## src/rtl/category_score_argmax_pkg.sv

```systemverilog
// category_score_argmax_pkg: FSM states and width helpers
// shared by category_score_argmax and its bench-facing ports.
package category_score_argmax_pkg;

  typedef enum logic [1:0] {
    ACCUM,
    SCAN,
    HOLD
  } state_t;

  function automatic int idx_w(input int n);
    return (n < 2) ? 1 : $clog2(n);
  endfunction

  function automatic int score_w(input int b);
    return $clog2(b + 1);
  endfunction

endpackage

```

## src/rtl/category_score_argmax_popcount.sv

```systemverilog
// chunk_popcount: number of set bits in one W-bit slice.
// Ports: bits (W) in, cnt ($clog2(W+1)) out; purely combinational.
module chunk_popcount #(
  parameter int W  = 16,
  parameter int PW = $clog2(W + 1)
) (
  input  logic [W-1:0]  bits,
  output logic [PW-1:0] cnt
);

  always_comb begin
    cnt = '0;
    for (int i = 0; i < W; i++) begin
      cnt = cnt + PW'(bits[i]);
    end
  end

endmodule

```

## src/rtl/category_score_argmax.sv

```systemverilog
// category_score_argmax: accumulates per-class vote popcounts over a
// frame of BITS_PER_CATEGORY/CHUNK beats, then scans for the winner.
// Ports: clk, rst (sync, high), flush; in_bits/in_valid/in_ready beat
// stream; out_valid/out_ready result handshake with out_index,
// out_score, out_margin. Define SCORE_MARGIN_EN for runner-up margin.
module category_score_argmax
  import category_score_argmax_pkg::*;
#(
  parameter int CATEGORIES        = 10,
  parameter int BITS_PER_CATEGORY = 800,
  parameter int CHUNK             = 16
) (
  input  logic                                  clk,
  input  logic                                  rst,
  input  logic                                  flush,
  input  logic [CATEGORIES*CHUNK-1:0]           in_bits,
  input  logic                                  in_valid,
  output logic                                  in_ready,
  output logic                                  out_valid,
  input  logic                                  out_ready,
  output logic [idx_w(CATEGORIES)-1:0]          out_index,
  output logic [score_w(BITS_PER_CATEGORY)-1:0] out_score,
  output logic [score_w(BITS_PER_CATEGORY)-1:0] out_margin
);

  localparam int IW    = idx_w(CATEGORIES);
  localparam int SW    = score_w(BITS_PER_CATEGORY);
  localparam int PW    = $clog2(CHUNK + 1);
  localparam int BEATS = BITS_PER_CATEGORY / CHUNK;
  localparam int BW    = $clog2(BEATS + 1);

  state_t          state;
  state_t          state_n;
  logic [BW-1:0]   beat;
  logic [IW-1:0]   scan_i;
  logic [SW-1:0]   acc [CATEGORIES];
  logic [PW-1:0]   pc  [CATEGORIES];
  logic [SW-1:0]   cand;
  logic [SW-1:0]   best_sc;
  logic [IW-1:0]   best_idx;
  logic            take;
  logic            give;
  logic            last_beat;
  logic            scan_done;

  for (genvar c = 0; c < CATEGORIES; c++) begin : g_pc
    chunk_popcount #(
      .W  (CHUNK),
      .PW (PW)
    ) u_pc (
      .bits (in_bits[c*CHUNK +: CHUNK]),
      .cnt  (pc[c])
    );
  end

  assign in_ready  = (state == ACCUM);
  assign take      = in_valid && (state == ACCUM);
  assign give      = (state == HOLD) && out_valid && out_ready;
  assign last_beat = (beat == BW'(BEATS - 1));
  assign scan_done = (scan_i == IW'(CATEGORIES - 1));
  assign cand      = acc[scan_i];

  always_comb begin
    state_n = state;
    unique case (state)
      ACCUM:   if (take && last_beat) state_n = SCAN;
      SCAN:    if (scan_done) state_n = HOLD;
      HOLD:    if (give) state_n = ACCUM;
      default: state_n = ACCUM;
    endcase
    if (flush) state_n = ACCUM;
  end

  always_ff @(posedge clk) begin
    if (rst) state <= ACCUM;
    else     state <= state_n;
  end

  always_ff @(posedge clk) begin
    if (rst || flush) begin
      beat      <= '0;
      scan_i    <= '0;
      best_sc   <= '0;
      best_idx  <= '0;
      out_valid <= 1'b0;
      out_index <= '0;
      out_score <= '0;
      for (int c = 0; c < CATEGORIES; c++) acc[c] <= '0;
    end else begin
      if (take) begin
        for (int c = 0; c < CATEGORIES; c++)
          acc[c] <= acc[c] + SW'(pc[c]);
        beat <= last_beat ? '0 : beat + BW'(1);
      end
      if (state == SCAN) begin
        scan_i <= scan_done ? '0 : scan_i + IW'(1);
        // class 0 seeds the search; strict > keeps lowest index on ties
        if (scan_i == '0) begin
          best_sc  <= cand;
          best_idx <= '0;
        end else if (cand > best_sc) begin
          best_sc  <= cand;
          best_idx <= scan_i;
        end
      end
      // first HOLD cycle latches the result into the output registers
      if ((state == HOLD) && !out_valid) begin
        out_valid <= 1'b1;
        out_index <= best_idx;
        out_score <= best_sc;
      end
      if (give) begin
        out_valid <= 1'b0;
        for (int c = 0; c < CATEGORIES; c++) acc[c] <= '0;
      end
    end
  end

`ifdef SCORE_MARGIN_EN
  logic [SW-1:0] second;

  always_ff @(posedge clk) begin
    if (rst || flush) begin
      second     <= '0;
      out_margin <= '0;
    end else begin
      if (state == SCAN) begin
        if (scan_i == '0)        second <= '0;
        else if (cand > best_sc) second <= best_sc;
        else if (cand > second)  second <= cand;
      end
      if ((state == HOLD) && !out_valid)
        out_margin <= best_sc - second;
    end
  end
`else
  assign out_margin = '0;
`endif

endmodule

```

## config.mk

```make
export PLATFORM = sky130hd
export DESIGN_NAME = category_score_argmax
export DESIGN_NICKNAME = d
export VERILOG_FILES = /design/src/rtl/category_score_argmax_pkg.sv /design/src/rtl/category_score_argmax_popcount.sv /design/src/rtl/category_score_argmax.sv
export SDC_FILE = /design/constraint.sdc
export NUM_CORES = 1
export LEC_CHECK = 0
export CORE_UTILIZATION = 51
export DETAILED_ROUTE_END_ITERATION = 6
export PLACE_DENSITY = 0.81
export SYNTH_ARGS = -nofsm -noshare
export SYNTH_HDL_FRONTEND = slang
export SYNTH_SLANG_ARGS = --single-unit
```

## constraint.sdc

```tcl
create_clock -name clk -period 6.4 [get_ports clk]
set_clock_uncertainty 0.15 [all_clocks]
set_input_delay 1.92 -clock clk [delete_from_list [all_inputs] [get_ports clk]]
set_output_delay 1.92 -clock clk [all_outputs]
set_load 0.02 [all_outputs]
```

==> impl_metrics.toml <==
[run_status]
status = "finished with violations"
failed_checks = "setup timing"

[global_routing]
antenna_found_initial = 0
grt_pass1_vias = 10300
grt_busiest_layer = "met2"
met2_usage_pct = 41.6
grt_first_pass_wirelength_mm = 47.2
grt_usage_pct = 22.7
grt_max_degree = 69
grt_overflow = 0
use_met3_pct = 3.25
use_met1_pct = 27.0

[yosys]
syn_area_per_cell_um2 = 9.95
synth_edf_count = 100
yosysTopAreaCell = "edfxtp_1"
synth.top_cell.area_share_pct = 23.4
synth_flop_cell = "edfxtp_1"
synth-async-reset-ratio_pct = 0
synthTopCellsByArea = "edfxtp_1 (23%), fa_1 (17%), ha_1 (12%), inv_1 (7.5%), dfxtp_1 (7.0%)"
syn_area_mm2 = 0.0128
synth_seq_area_share_pct = 30.4
synth_cell_types = 49
ys_ff_latch = 145
synth_warnings = 0
synth_cells = 1289

[cts]
cts_tree = "yes"
clk_latency_ns = 0.44
cts_sinks = 145
ctsLongestPathBuffers = 2
htreeDepth = 4
cts-root-buf = "clkbuf_16"
cts_buffers = 17
path_clk_slew_ns = 0.06
holdBufCountCts = 0

[route]
first_pass_iters = 5
vias_per_cell = 5.42
drt_wl_total_mm = 28.7
routedWlPerCell_um = 15.3
dr.first_iter.drc_count = 743
drc_errors = 0
antenna_left = 0
vias = 10200

[placed_design]
gp_congestion = 0.841
dp_cells = 1840
hpwl_mm = 22.0
place.port_buffers = 180

[timing]
min_period_ns = 6.45
setup_tns_ns = -0.107
slew_viol_final = 0
max_freq_ghz = 0.155
slew_headroom_pct = 27.9
rsz0062_at_grt = "yes"
finalCritPeriodShare_pct = 101
hold_viol_final = 0
final.setup.worst_slack_ns = -0.0483
worst_pin_slew_ns = 1.08
finalSetupViolCount = 3

[die]
ioPinCount = 191
die_width_um = 161
start_util_pct = 52.4
die_h_um = 161
core_mm2 = 0.0245
die_area_mm2 = 0.0258
std_cell_rows = 57

[pwr]
ir_drop_v = 0.000219
power_leakage_nw = 7.53
power_density_mw_per_mm2 = 356

[setup_path]
worstSetupPathType = "primary input to flip-flop"
cp.required_ns = 6.51
worst_path_dominant_cell_family = "adder cells"
crit_slowest_cell = "fa_2"
crit_chain = "buf_6 > ha_4 > inv_2 > fa_1 > inv_1 > fa_1 > fa_1 > inv_1 > fa_1 > fa_2 > fa_2 > inv_2 > ha_4 > a21o_1 > a21o_1 > a211oi_4 > or4_1 > a21oi_1"
critical_path_arrival_ns = 6.56
cpMostUsedCell = "fa_1"
crit_path_end_kind = "flip-flop"
start_kind = "primary input"
crit_fanout = 6
critPathMaxStageDelay_ns = 0.55
critPathBufInv = 5

[cells_and_area]
layout-drive-gt1-share_pct = 19.6
fin_cells = 1884
final_nets = 1943
diodes = 0
area_growth_pct = 30.6
num-fill-cells = 1791

[run]
cap_violations = 0

[hold_path]
hp-class = "flip-flop to flip-flop"
timing repair:
| item | 4_1_cts | 5_1_grt |
|---|---|---|
| setup endpoints to repair | 63 | 53 |
| pin swaps | 158 | 99 |
| buffers inserted | 7 | 6 |
| gates resized for setup | 184 | 38 |
| endpoints found under the hold margin | 0 | 0 |
routing by layer:
layer	wire length [um]	share of wire (%)	vias to the layer above
met5	0	0	-
met1	10900	38	4951
met3	1620	5.6	57
li1	-	-	4856
met4	702	2.4	0
met2	15500	54	345
sequential cells by signal (all words and copies together), names as in the netlist, named ones only:
name and flops:
acc 100, beat 6, best_idx 4, best_sc 10, out_index 4, out_score 10
out_valid 1, scan_i 4, state 2
layout by cell type (no fill, tap or decap), drive strengths merged, types with 8 or more instances in the layout:
cell type / count
nand2: 55
nor2: 59
o22ai: 9
a21oi: 110
xnor2: 52
nand3: 26
dfxtp: 45
clkbuf: 21
buf: 111
nand4: 11
edfxtp: 100
o21ai: 53
a211oi: 11
dlygate4sd2: 50
nor2b: 16
fa: 110
o31ai: 15
ha: 121
xor2: 8
mux4: 20
mux2i: 13
conb: 10
inv: 260
and3: 20
o21a: 12
clkdlybuf4s50: 110
a21o: 44
or3: 30
or4: 16
final cells by class:
cell class / instances / area (um2) / share of cell area, %
clock inverters: 11 / 96.3 / 0.575
inverters: 256 / 961 / 5.73
clock buffers: 21 / 503 / 3.00
flip-flops and latches: 145 / 3910 / 23.3
well taps: 324 / 405 / 2.42
repair buffers: 271 / 2450 / 14.6
multi-input cells: 856 / 8440 / 50.3
cell families after synthesis:
logic type	count (synthesis)	synth area share (%)
buf+inv	297	9.29
compound gates	267	12.5
simple gates	255	10.1
fa+ha+maj	231	29.0
flops	145	30.4
xor+xnor	60	4.10
mux	33	4.53
other cells	1	0.0292
synth_stat cells, drive strengths merged (2+ instances only):
library cell,n
o2111ai,2
or2,6
o211ai,3
a211oi,11
o21ai,53
a21boi,2
a21oi,110
or3,30
and3,20
mux4,20
edfxtp,100
nor3b,2
xnor2,52
nand3,26
nor3,6
or4,16
clkbuf,18
o31ai,15
a211o,2
a21o,44
nor2b,16
nor2,59
ha,121
o21a,12
xor2,8
mux2i,13
o22ai,9
dfxtp,45
nand4,11
nand2,55
buf,23
nand2b,4
fa,110
inv,256
metrics by stage:
step | area, um2 | total power, mW | worst slack (ns) | util (%) | hold WS [ns]
2_1_floorplan | 13200 | 3.59 | -0.161 | - | 0.278
3_3_place_gp | 15800 | 4.44 | -0.726 | 64.7 | 0.288
3_5_place_dp | 15800 | 4.68 | -0.819 | 64.7 | 0.296
4_1_cts | 16500 | 5.86 | -0.0509 | 67.6 | 0.305
5_1_grt | 16800 | 6.48 | -0.190 | 68.5 | 0.318
6_report | 16800 | 5.97 | -0.0483 | 68.5 | 0.302
path summary, 6_finish.rpt:
path                start           end  slack [ns]  cells after the start
min           best_idx[0]  out_index[0]        0.30                      2
max reg2reg     flip-flop    best_sc[7]        2.29                      9
min reg2reg   best_idx[0]  out_index[0]        0.30                      2
max          in_bits[144]     acc[9][9]       -0.05                     18
tightest hold or removal path, stage by stage, from the launching register on:
cell and delay, ns:
dfxtp_1 0.31, nand2_1 0.05, a21oi_1 0.05
power by group:
group          switching [mW]  leakage, nW  total (mW)  internal, mW
logic                    1.80         5.70        3.73          1.93
clock network           0.410        0.305        1.01         0.602
registers               0.109         1.53        1.23          1.12
total                    2.32         7.53        5.97          3.65
(Power assumes the default switching activity.)
